**src/rtl/xm23_alu_sequencer.sv**
```systemverilog
// Execute-stage sequencer for the XM23 register/constant ALU instructions (0x40-0x4B).
// Owns R0-R7 and the PSW, drives an external combinational ALU and writes results back.
module xm23_alu_sequencer #(
  parameter int unsigned NREGS = 8,
  parameter int unsigned DW    = 16
) (
  input  logic          clk,
  input  logic          rst,
  input  logic          in_valid,
  output logic          in_ready,
  input  logic [15:0]   instr,
  output logic [DW-1:0] alu_a,
  output logic [DW-1:0] alu_b,
  output logic [3:0]    alu_mode,
  output logic          alu_cin,
  input  logic [DW-1:0] alu_result,
  input  logic          alu_cout,
  output logic          done,
  output logic          err,
  output logic [3:0]    psw_flags,
  input  logic          reg_we,
  input  logic [2:0]    reg_waddr,
  input  logic [DW-1:0] reg_wdata,
  input  logic [2:0]    dbg_raddr,
  output logic [DW-1:0] dbg_rdata
);

  localparam logic [7:0] OP_ADD  = 8'h40;
  localparam logic [7:0] OP_ADDC = 8'h41;
  localparam logic [7:0] OP_SUB  = 8'h42;
  localparam logic [7:0] OP_SUBC = 8'h43;
  localparam logic [7:0] OP_DADD = 8'h44;
  localparam logic [7:0] OP_CMP  = 8'h45;
  localparam logic [7:0] OP_XOR  = 8'h46;
  localparam logic [7:0] OP_AND  = 8'h47;
  localparam logic [7:0] OP_OR   = 8'h48;
  localparam logic [7:0] OP_BIT  = 8'h49;
  localparam logic [7:0] OP_BIC  = 8'h4A;
  localparam logic [7:0] OP_BIS  = 8'h4B;

  typedef enum logic [1:0] {IDLE, EXEC, WB} state_t;

  state_t          state_q, state_d;
  logic [DW-1:0]   rf_q [NREGS];
  logic [DW-1:0]   rf_d [NREGS];
  logic [7:0]      op_q, op_d;
  logic            byte_q, byte_d;
  logic [2:0]      dst_q, dst_d;
  logic [7:0]      dst_hi_q, dst_hi_d;
  logic            a_sign_q, a_sign_d;
  logic            b_sign_q, b_sign_d;
  logic [DW-1:0]   res_q, res_d;
  logic            cout_q, cout_d;
  logic [3:0]      psw_q, psw_d;
  logic            done_q, done_d;
  logic            err_q, err_d;
  logic [DW-1:0]   alu_a_q, alu_a_d;
  logic [DW-1:0]   alu_b_q, alu_b_d;
  logic [3:0]      alu_mode_q, alu_mode_d;
  logic            alu_cin_q, alu_cin_d;

  logic [DW-1:0]   dst_val, src_val;
  logic            wr;

  function automatic logic [DW-1:0] con_val(input logic [2:0] k);
    case (k)
      3'd0:    return DW'(0);
      3'd1:    return DW'(1);
      3'd2:    return DW'(2);
      3'd3:    return DW'(4);
      3'd4:    return DW'(8);
      3'd5:    return DW'(16);
      3'd6:    return DW'(32);
      default: return {DW{1'b1}};
    endcase
  endfunction

  // {mode, cin} presented to the ALU for each opcode
  function automatic logic [4:0] alu_ctl(input logic [7:0] op, input logic c);
    case (op)
      OP_ADD:  return {4'b0110, 1'b0};
      OP_ADDC: return {4'b0110, c};
      OP_SUB:  return {4'b0111, 1'b1};
      OP_SUBC: return {4'b0111, c};
      OP_DADD: return {4'b1000, c};
      OP_CMP:  return {4'b0111, 1'b1};
      OP_XOR:  return {4'b0010, 1'b0};
      OP_AND:  return {4'b0000, 1'b0};
      OP_OR:   return {4'b0001, 1'b0};
      OP_BIT:  return {4'b0011, 1'b0};
      OP_BIC:  return {4'b0100, 1'b0};
      OP_BIS:  return {4'b0101, 1'b0};
      default: return 5'b0;
    endcase
  endfunction

  // Flag ingredients, valid in WB from the captured result and latched operand signs
  logic          r_sign, r_zero, c_add, c_sub, v_add, v_sub;
  logic [DW-1:0] wb_val;

  assign r_sign = byte_q ? res_q[7] : res_q[DW-1];
  assign r_zero = byte_q ? (res_q[7:0] == 8'h00) : (res_q == '0);
  assign c_add  = byte_q ? res_q[8] : cout_q;
  assign c_sub  = byte_q ? ~res_q[8] : cout_q;
  assign v_add  = (a_sign_q == b_sign_q) && (r_sign != a_sign_q);
  assign v_sub  = (a_sign_q != b_sign_q) && (r_sign != a_sign_q);
  assign wb_val = byte_q ? {dst_hi_q, res_q[7:0]} : res_q;

  always_comb begin
    state_d    = state_q;
    rf_d       = rf_q;
    op_d       = op_q;
    byte_d     = byte_q;
    dst_d      = dst_q;
    dst_hi_d   = dst_hi_q;
    a_sign_d   = a_sign_q;
    b_sign_d   = b_sign_q;
    res_d      = res_q;
    cout_d     = cout_q;
    psw_d      = psw_q;
    done_d     = 1'b0;
    err_d      = 1'b0;
    alu_a_d    = '0;
    alu_b_d    = '0;
    alu_mode_d = '0;
    alu_cin_d  = 1'b0;
    wr         = 1'b0;
    dst_val    = rf_q[instr[2:0]];
    src_val    = instr[7] ? con_val(instr[5:3]) : rf_q[instr[5:3]];

    case (state_q)
      IDLE: begin
        if (in_valid) begin
          op_d                  = instr[15:8];
          byte_d                = instr[6];
          dst_d                 = instr[2:0];
          dst_hi_d              = dst_val[15:8];
          a_sign_d              = instr[6] ? dst_val[7] : dst_val[DW-1];
          b_sign_d              = instr[6] ? src_val[7] : src_val[DW-1];
          alu_a_d               = instr[6] ? DW'(dst_val[7:0]) : dst_val;
          alu_b_d               = instr[6] ? DW'(src_val[7:0]) : src_val;
          {alu_mode_d, alu_cin_d} = alu_ctl(instr[15:8], psw_q[0]);
          state_d               = EXEC;
        end else if (reg_we) begin
          rf_d[reg_waddr] = reg_wdata;
        end
      end
      EXEC: begin
        res_d   = alu_result;
        cout_d  = alu_cout;
        state_d = WB;
      end
      WB: begin
        case (op_q)
          OP_ADD, OP_ADDC: begin psw_d = {v_add, r_sign, r_zero, c_add}; wr = 1'b1; end
          OP_SUB, OP_SUBC: begin psw_d = {v_sub, r_sign, r_zero, c_sub}; wr = 1'b1; end
          OP_CMP:          psw_d = {v_sub, r_sign, r_zero, c_sub};
          OP_DADD:         begin psw_d = {1'b0, r_sign, r_zero, c_add}; wr = 1'b1; end
          OP_XOR, OP_AND, OP_OR, OP_BIC, OP_BIS: begin
            psw_d = {psw_q[3], r_sign, r_zero, psw_q[0]};
            wr    = 1'b1;
          end
          OP_BIT:          psw_d = {psw_q[3], r_sign, r_zero, psw_q[0]};
          default:         err_d = 1'b1;
        endcase
        if (wr) rf_d[dst_q] = wb_val;
        done_d  = 1'b1;
        state_d = IDLE;
      end
      default: state_d = IDLE;
    endcase
  end

  always_ff @(posedge clk or posedge rst) begin
    if (rst) begin
      state_q    <= IDLE;
      for (int i = 0; i < int'(NREGS); i++) rf_q[i] <= '0;
      op_q       <= '0;
      byte_q     <= 1'b0;
      dst_q      <= '0;
      dst_hi_q   <= '0;
      a_sign_q   <= 1'b0;
      b_sign_q   <= 1'b0;
      res_q      <= '0;
      cout_q     <= 1'b0;
      psw_q      <= '0;
      done_q     <= 1'b0;
      err_q      <= 1'b0;
      alu_a_q    <= '0;
      alu_b_q    <= '0;
      alu_mode_q <= '0;
      alu_cin_q  <= 1'b0;
    end else begin
      state_q    <= state_d;
      rf_q       <= rf_d;
      op_q       <= op_d;
      byte_q     <= byte_d;
      dst_q      <= dst_d;
      dst_hi_q   <= dst_hi_d;
      a_sign_q   <= a_sign_d;
      b_sign_q   <= b_sign_d;
      res_q      <= res_d;
      cout_q     <= cout_d;
      psw_q      <= psw_d;
      done_q     <= done_d;
      err_q      <= err_d;
      alu_a_q    <= alu_a_d;
      alu_b_q    <= alu_b_d;
      alu_mode_q <= alu_mode_d;
      alu_cin_q  <= alu_cin_d;
    end
  end

  assign in_ready  = (state_q == IDLE);
  assign alu_a     = alu_a_q;
  assign alu_b     = alu_b_q;
  assign alu_mode  = alu_mode_q;
  assign alu_cin   = alu_cin_q;
  assign done      = done_q;
  assign err       = err_q;
  assign psw_flags = psw_q;
  assign dbg_rdata = rf_q[dbg_raddr];

endmodule

```
**config.mk**
```make
export PLATFORM = sky130hd
export DESIGN_NAME = xm23_alu_sequencer
export DESIGN_NICKNAME = d
export VERILOG_FILES = /design/src/rtl/xm23_alu_sequencer.sv
export SDC_FILE = /design/constraint.sdc
export NUM_CORES = 1
export LEC_CHECK = 0
export BUFFER_PORTS_ARGS = -buffer_cell sky130_fd_sc_hd__clkbuf_2
export CORE_MARGIN = 4
export CORE_UTILIZATION = 30
export CTS_BUF_LIST = sky130_fd_sc_hd__clkbuf_8
export DETAILED_ROUTE_END_ITERATION = 16
export SKIP_CTS_REPAIR_TIMING = 1
export SYNTH_ARGS = -nofsm -noshare
export SYNTH_HDL_FRONTEND = slang
export SYNTH_SLANG_ARGS = --single-unit
```
**constraint.sdc**
```tcl
create_clock -name clk -period 8.6 [get_ports clk]
set_input_delay 0.43 -clock clk [delete_from_list [all_inputs] [get_ports clk]]
set_output_delay 0.43 -clock clk [all_outputs]
set_load 0.1 [all_outputs]
```
==> metrics.yaml, run 1 <==
yosysTopAreaCellShare_pct: 41.9
synth-seq-area-share_pct: 41.9
syn_inst: 1060
syn_nets: 1119
max_slew_margin_pct: 21.7
drv_slew: 0
synthToLayoutAreaGrowth_pct: 13.3
dieArea_um2: 45600
status: "finished clean"
critical_path_arrival_ns: 3.99
r2r-end: "rf_q[36]$_DFFE_PP0P_"
final_util_pct: 34.3
die_width_um: 213
numPortBuffers: 118
drt-total-wl_mm: 41.7
reg2reg_depth: 6
initial_core_util_pct: 30.3
dp_hpwl_mm: 28.3
avgSynthCellArea_um2: 11.9
synth-main-ff-cell: "dfrtp_1"
crit_path_cell_trace: "nand2b_1, inv_2, nor3_2, a21oi_1, nor2_2, mux2_2"
worstSkewPairLatency_ns: 0.56
most-common-layout-cells: "dfrtp_1 (212), mux2_2 (134), nand2_1 (127), clkbuf_2 (118), mux4_2 (88)"
synth_warnings: 0
num-nets-final: 1192
cp-start-kind: "flip-flop"
cts_num_sinks: 212
ys_ff_latch: 212
worstPathRequired_ns: 9.04
powerDensity_nw_per_um2: 225
ioPinCount: 119
synth_edf_count: 0
setup-tns-final_ns: 0
setup_viol: 0
design.core.area_um2: 41900
htree_levels: 2
first_iter_violations: 973
crit_fanout: 34
synth-async-reset-ratio_pct: 100
final_layout_size_suffix_gt1_share_pct: 38.6
vdd_drop_max_v: 0.0000880
cp_slowest_cell: "nor3_2"
antenna_left: 0
power.leakage_nw: 6.30
crit_type: "flip-flop to flip-flop"
track_usage_pct: 18.2
clock_path_buffers: 3
cap_violations: 0
rsz0062_at_grt: "no"
viasPerCell: 5.76
rr_startpoint: "state_q[0]$_DFFE_PP0P_"
synth_area_leaders: "dfrtp_1 (42%), mux4_2 (16%), mux2_2 (12%)"
end_kind: "flip-flop"
final.period_utilization_pct: 41.3
antenna_found_initial: 6
synth_largest_area_cell: "dfrtp_1"
netlist-cell-type-count: 65
final_common_cell: "dfrtp_1"
cts_tree: "done"
r2r_slack_ns: 5.05
fillerInstances: 4167
numCtsBuffers: 40
final_cell_count_no_fill: 1698
max_freq_ghz: 0.281
grt_pass1_wl_mm: 63.6
min_path_type: "input port to async pin"
path_buf_inv: 1
first_global_vias: 9968
drc: 0
vias: 9781
clockRootBuffer: "clkbuf_8"
fin_crit_ns: 3.55
place_inst: 1630
clk_pin_slew_ns: 0.06
fp.dieH_um: 213
place_congestion: 0.867
worst_pin_slew_ns: 1.17
syn-cell-area_um2: 12700
drt-pass1-iter-count: 5
wl_per_cell_um: 24.6
std_cell_rows: 75
slowest_delay_ns: 0.98
gr-total-overflow: 0
skew_ns: 0.0180
grt_max_degree: 130
crit_family: "simple AND/OR/NAND/NOR gates"
final_hold_viol_count: 0
## metrics by stage
step,setup WS [ns],total power (W),hold slack [ns],instance area [µm²]
after CTS,5.08,0.00324,0.0527,14400
after global routing,4.83,0.00336,0.0914,14400
after detailed placement,5.09,0.00221,0.460,13500
after floorplan,2.38,0.00196,0.438,12700
after global placement,5.26,0.00219,0.456,13500
final,5.05,0.00322,0.0647,14400
## synthesized netlist by cell type (3+ instances only)
library cell	n
a211oi_1	5
a21oi_1	32
a22o_1	50
a22oi_1	17
a311oi_1	5
and2_1	8
and3_1	4
buf_1	20
buf_2	24
buf_4	3
buf_6	10
clkbuf_1	43
dfrtp_1	212
inv_1	6
mux2_1	11
mux2_2	134
mux2_4	10
mux2i_1	33
mux4_2	88
nand2_1	127
nand2b_1	9
nand3_1	3
nand3b_1	5
nor2_1	36
nor2_2	5
nor2b_1	5
nor3_1	7
nor3_2	5
nor4_1	5
o21ai_0	72
o22ai_1	3
o2bb2ai_1	16
xnor2_1	3
xor2_1	3
## registers in the layout, indices dropped and copies added, names as in the netlist, 3 cells and up
name and count:
op_q 8, alu_b 16, alu_mode 4, dst_q 3, res_q 16, dst_hi_q 8
psw_flags 4, rf_q 128, alu_a 16
## worst reg2reg max path: cells and delay by family, from the launching register on
kind | cells | cell delay, ns
buf+inv | 1 | 0.41
simple gates | 3 | 2.09
compound gates | 1 | 0.11
mux | 1 | 0.43
flops | 1 | 0.38
## area by class of cell
| cell class | instances | area [µm²] | area share (%) |
|---|---|---|---|
| diodes | 1 | 2.50 | 0.0174 |
| clock buffers | 52 | 716 | 4.99 |
| clock inverters | 15 | 92.6 | 0.645 |
| inverters | 10 | 45.0 | 0.314 |
| multi-input cells | 737 | 6820 | 47.5 |
| flip-flops and latches | 212 | 5310 | 37.0 |
| well taps | 539 | 674 | 4.70 |
| repair buffers | 132 | 696 | 4.85 |
## kinds of logic after synthesis
group                     Yosys count  share of synthesized area, %
AOI/OAI and AO/OA                 219                          12.0
xor gates and xnor gates            6                         0.415
buffers and inverters             111                          4.34
DFF                               212                          41.9
muxes                             276                          32.3
and+or+nand+nor                   236                          9.08
## routing by layer
layer | wire length (µm) | global-route usage (%) | up-vias
li1 | - | - | 4123
met5 | 45 | 0 | -
met2 | 18900 | 28.1 | 484
met1 | 17600 | 25.1 | 5071
met3 | 3930 | 5.22 | 95
met4 | 1190 | 5.65 | 8
## worst max-delay path by stage
stage / start / endpoint / slack (ns) / cells after the start
global placement: state_q[0]$_DFFE_PP0P_ / rf_q[33]$_DFFE_PP0P_ / 5.26 / 6
CTS: state_q[0]$_DFFE_PP0P_ / rf_q[36]$_DFFE_PP0P_ / 5.08 / 6
global route: state_q[0]$_DFFE_PP0P_ / rf_q[38]$_DFFE_PP0P_ / 4.83 / 6
detailed placement: state_q[0]$_DFFE_PP0P_ / rf_q[36]$_DFFE_PP0P_ / 5.09 / 6
floorplan: rst / a_sign_q$_DFFE_PP0P_ / 2.38 / 1
finish: state_q[0]$_DFFE_PP0P_ / rf_q[36]$_DFFE_PP0P_ / 5.05 / 6
## power by group
part	switching, W	leakage [nW]	internal, W	total, W
logic	0.000549	3.01	0.000329	0.000879
clock network	0.000450	0.449	0.000567	0.00102
registers	0.000177	2.84	0.00115	0.00133
(Power assumes the default switching activity.)
==> run 2, diff against run 1 <==
==> constraint.sdc (replaced) <==
create_clock -name clk -period 3.3 [get_ports clk]
set_input_delay 0.165 -clock clk [delete_from_list [all_inputs] [get_ports clk]]
set_output_delay 0.165 -clock clk [all_outputs]
set_load 0.1 [all_outputs]
==> run 2 against run 1 <==
Combinational power grew to 2.6 times the previous value; critical path depth grew 1; worst setup slack lost 4.5 ns; final cell count grew 3.0%; wire length shrank 5.1%; flip-flop and latch count is the same; maximum frequency grew 30%; via count shrank 2.0%; global-route usage shrank 1.1 points.
==> metrics.yaml, run 2 (synthesis results as in run 1) <==
clockRootBuffer: "clkbuf_8"
std_cell_rows: 75
powerDensity_nw_per_um2: 571
crit_fanout: 17
r2r_slack_ns: 0.57
crit_type: "flip-flop to flip-flop"
cts_num_sinks: 212
numPortBuffers: 118
clk_pin_slew_ns: 0.06
hold_slack_ns: 0.0138
fin_crit_ns: 2.73
htree_levels: 2
comb_power_share_pct: 27.1
initial_core_util_pct: 30.3
end_kind: "flip-flop"
slowest_delay_ns: 0.98
clock_path_buffers: 3
place_congestion: 0.852
worst_pin_slew_ns: 1.22
synthToLayoutAreaGrowth_pct: 17.1
dp_hpwl_mm: 29.1
worst-path-stages: 7
drt-pass1-iter-count: 6
clkPwrFrac_pct: 32.1
final_common_cell: "dfrtp_1"
final.period_utilization_pct: 82.8
reg2reg_depth: 7
cp-start-kind: "flip-flop"
setup_viol: 0
critical_path_arrival_ns: 3.17
status: "finished clean"
power.total_w: 0.00846
power.leakage_nw: 6.55
most-common-layout-cells: "dfrtp_1 (212), mux2_2 (134), nand2_1 (127), clkbuf_2 (118), mux4_2 (88)"
vias: 9587
max_slew_margin_pct: 18.6
num-nets-final: 1237
final_layout_size_suffix_gt1_share_pct: 38.9
worstPathRequired_ns: 3.74
gr-total-overflow: 0
final_area_um2: 14800
final_hold_viol_count: 0
path_buf_inv: 2
design.core.area_um2: 41900
rsz0062_at_grt: "no"
first_iter_violations: 909
cp_slowest_cell: "nor3_2"
die_width_um: 213
cap_violations: 0
numCtsBuffers: 38
drv_slew: 0
internal-power_w: 0.00542
sw_frac_of_total_pct: 35.9
track_usage_pct: 17.1
dpl_cell_area_um2: 13700
antenna_found_initial: 6
viasPerCell: 5.48
crit_path_cell_trace: "nand2b_1, inv_2, nor3_2, a21oi_1, nor2_4, buf_4, mux2_2"
worstSkewPairLatency_ns: 0.56
sequentialPowerShare_pct: 40.8
drc: 0
cts_tree: "done"
dieArea_um2: 45600
grt_max_degree: 115
max_freq_ghz: 0.366
p_sw_w: 0.00304
crit_family: "simple AND/OR/NAND/NOR gates"
largest_reg_flops: 128
ioPinCount: 119
grt_pass1_wl_mm: 60.3
first_global_vias: 9611
min_path_type: "input port to flip-flop"
wl_per_cell_um: 22.6
setup-tns-final_ns: 0
skew_ns: 0.0380
vdd_drop_max_v: 0.000260
hold_depth: 4
antenna_left: 0
top_register: "rf_q"
fp.dieH_um: 213
drt-total-wl_mm: 39.6
-- run 2: cell count changes in the layout (fill, tap and decap cells not counted), moves of 2 or more --
| cell | before | now |
|---|---|---|
| dlygate4sd3_1 | 0 | 28 |
| buf_4 | 14 | 30 |
| clkinv_2 | 2 | 10 |
| clkbuf_8 | 52 | 47 |
| buf_12 | 0 | 3 |
| bufinv_16 | 1 | 3 |
-- run 2: power groups by stage --
stage | registers (W) | logic [W] | clock network (W)
after floorplan | 0.00352 | 0.00159 | 0
after global routing | 0.00351 | 0.00245 | 0.00290
after detailed placement | 0.00348 | 0.00226 | 0
final | 0.00345 | 0.00229 | 0.00271
after global placement | 0.00346 | 0.00223 | 0
after CTS | 0.00344 | 0.00227 | 0.00278
-- run 2: worst paths after layout --
path                                    startpoint                       to
min reg2reg                dst_hi_q[7]$_DFFE_PP0P_  dst_hi_q[7]$_DFFE_PP0P_
max reg2reg                 state_q[0]$_DFFE_PP0P_     rf_q[10]$_DFFE_PP0P_
min in group asynchronous                      rst      alu_b[13]$_DFF_PP0_
min                                       instr[9]        alu_cin$_DFF_PP0_
max                         state_q[0]$_DFFE_PP0P_     rf_q[10]$_DFFE_PP0P_
max in group asynchronous                      rst       alu_a[1]$_DFF_PP0_
-- run 2: area by class of cell --
class                   count  area (µm²)
flip-flops and latches    212        5310
fillers                  4099       27000
multi-input cells         737        6820
clock inverters            23         183
diodes                      2        5.00
well taps                 539         674
repair buffers            179        1160
clock buffers              47         647
inverters                  10        41.3
-- run 2: metrics by stage --
stage          util (%)  setup WS, ns  cells
6_report           35.4         0.568   1749
5_1_grt            35.4         0.370   1748
4_1_cts            34.7         0.541   1719
3_5_place_dp       32.8         0.548   1649
3_3_place_gp       32.8         0.635   1649
2_1_floorplan         -         0.109   1060
-- run 2: worst register-to-register path: cells and delay by family (launching register included) --
family	cells	cell delay, ns
buf+inv	2	0.43
mux	1	0.37
flops	1	0.37
compound gates	1	0.18
simple gates	3	1.29
-- run 2: layer usage --
metal  up-vias  GRT usage (%)  part of all wire, %
li1       4228              -                    -
met1      4925           24.7                   45
met2       374           26.3                   45
met3        52           4.10                  7.7
met4         8           4.13                  2.0
met5         -              0                 0.12
==> run 3, diff against run 2 <==
==> constraint.sdc (replaced) <==
create_clock -name clk -period 2.41 [get_ports clk]
set_input_delay 0.1205 -clock clk [delete_from_list [all_inputs] [get_ports clk]]
set_output_delay 0.1205 -clock clk [all_outputs]
set_load 0.1 [all_outputs]
==> run 3 against run 2 <==
Worst setup slack worse by 0.43 ns; hold slack better by 0.031 ns; flip-flop and latch count unchanged; critical path type unchanged; sequential power up 37%; critical endpoint is now rf_q[49]$_DFFE_PP0P_; first-iteration DRC count down 6.2%; non-clock buffer count up 22; clock power up 38%.
==> metrics.yaml, run 3 (synthesis results as in run 1) <==
status: "finished clean"
ioPinCount: 119
place_inst: 1670
max_freq_ghz: 0.440
die_width_um: 213
dieArea_um2: 45600
final_cell_count_no_fill: 1770
synthToLayoutAreaGrowth_pct: 21.1
setup_ws_ns: 0.138
track_usage_pct: 17.1
place_congestion: 0.831
antenna_found_initial: 6
power.total_w: 0.0118
regArea_um2: 5310
critical_path_arrival_ns: 2.71
fin_crit_ns: 2.27
fillerInstances: 4066
design.core.area_um2: 41900
crit_fanout: 16
drv_slew: 0
powerDensity_nw_per_um2: 772
drc: 0
crit_type: "flip-flop to flip-flop"
viasPerCell: 5.51
max_slew_margin_pct: 57.9
antenna_left: 0
numCtsBuffers: 38
skew_ns: 0.0297
wl_per_cell_um: 21.9
worst_pin_slew_ns: 0.623
final_layout_size_suffix_gt1_share_pct: 39.9
clk_pin_slew_ns: 0.07
first_iter_violations: 853
gr-total-overflow: 0
largest_reg_flops: 128
crit_path_cell_trace: "or4b_4, nor2b_4, a31oi_4, nor2_2, buf_4, mux2_2"
cts_tree: "done"
final.period_utilization_pct: 94.3
setup_viol: 0
final_hold_viol_count: 0
fp.dieH_um: 213
drt-total-wl_mm: 38.7
std_cell_rows: 75
rsz0062_at_grt: "no"
preCtsSetupSlack_ns: 0.138
clock_path_buffers: 3
cap_violations: 0
clockRootBuffer: "clkbuf_8"
initial_core_util_pct: 30.3
htree_levels: 2
min_path_type: "input port to flip-flop"
worstPathRequired_ns: 2.85
vias: 9756
power.leakage_nw: 6.73
cp_slowest_cell: "or4b_4"
final_common_cell: "dfrtp_1"
cp-start-kind: "flip-flop"
grt_max_degree: 69
numPortBuffers: 118
first_global_vias: 9809
num-nets-final: 1259
crit_family: "simple AND/OR/NAND/NOR gates"
top_register: "rf_q"
drt-pass1-iter-count: 5
slowest_delay_ns: 0.59
vdd_drop_max_v: 0.000359
most-common-layout-cells: "dfrtp_1 (212), mux2_2 (134), nand2_1 (127), clkbuf_2 (102), mux4_2 (88)"
worstSkewPairLatency_ns: 0.56
multiInputGateArea_um2: 6820
path_buf_inv: 1
end_kind: "flip-flop"
cts_num_sinks: 212
dp_hpwl_mm: 29.1
grt_pass1_wl_mm: 60.6
[run 3: cell types whose count changed in the layout (fill, tap and decap cells not counted)]
cell	change
buf_12	+23
clkinvlp_4	+1
clkinv_2	-7
diode_2	+5
clkbuf_8	+3
nor2_1	-1
clkinv_4	-1
clkbuf_2	-16
nor2_4	+1
buf_4	+14
inv_1	-2
dlygate4sd3_1	+1
[run 3: routing by layer]
| metal | part of all wire, % | GRT usage, % | up-vias |
|---|---|---|---|
| met1 | 44 | 24.3 | 5015 |
| met5 | 0.054 | 0 | - |
| met3 | 8.1 | 3.85 | 71 |
| met4 | 2.6 | 5.21 | 4 |
| met2 | 46 | 26.3 | 394 |
| li1 | - | - | 4272 |
[run 3: path summary, 6_finish.rpt]
| path | startpoint | end | slack [ns] | cells after the start |
|---|---|---|---|---|
| hold / removal | instr[0] | dst_q[0]$_DFFE_PP0P_ | 0.04 | 4 |
| min in group asynchronous | rst | dst_hi_q[2]$_DFFE_PP0P_ | 0.21 | 3 |
| max in group asynchronous | rst | rf_q[8]$_DFFE_PP0P_ | 1.38 | 5 |
| setup reg to reg | op_q[4]$_DFFE_PP0P_ | rf_q[49]$_DFFE_PP0P_ | 0.14 | 6 |
| hold reg to reg | psw_flags[3]$_DFFE_PP0P_ | psw_flags[3]$_DFFE_PP0P_ | 0.48 | 2 |
| setup / recovery | op_q[4]$_DFFE_PP0P_ | rf_q[49]$_DFFE_PP0P_ | 0.14 | 6 |
[run 3: power breakdown]
group	internal [W]	switching, W	total [W]
clock network	0.00217	0.00157	0.00374
registers	0.00411	0.000629	0.00473
logic	0.00143	0.00194	0.00337
[run 3: final cells by class]
class / instances / share of cell area [%]
Multi-Input combinational cell: 737 / 44.5
Sequential cell: 212 / 34.6
Timing Repair Buffer: 201 / 10.8
Clock buffer: 50 / 4.49
Tap cell: 539 / 4.40
Clock inverter: 14 / 0.905
Inverter: 10 / 0.269
Antenna cell: 7 / 0.114
[run 3: metrics by stage]
step           area (µm²)  util, %  hold WS [ns]  setup TNS, ns
2_1_floorplan       12700        -         0.226         -98.94
3_3_place_gp        14200     33.9         0.216              0
3_5_place_dp        14200     33.9         0.224              0
4_1_cts             15000     35.9        -0.367              0
5_1_grt             15300     36.6        0.0415              0
6_report            15300     36.7        0.0443              0
[run 3: worst min-delay path: stages]
cell and delay (ns):
clkbuf_2 0.10, buf_12 0.19, nand2_1 0.09, nand2_1 0.04
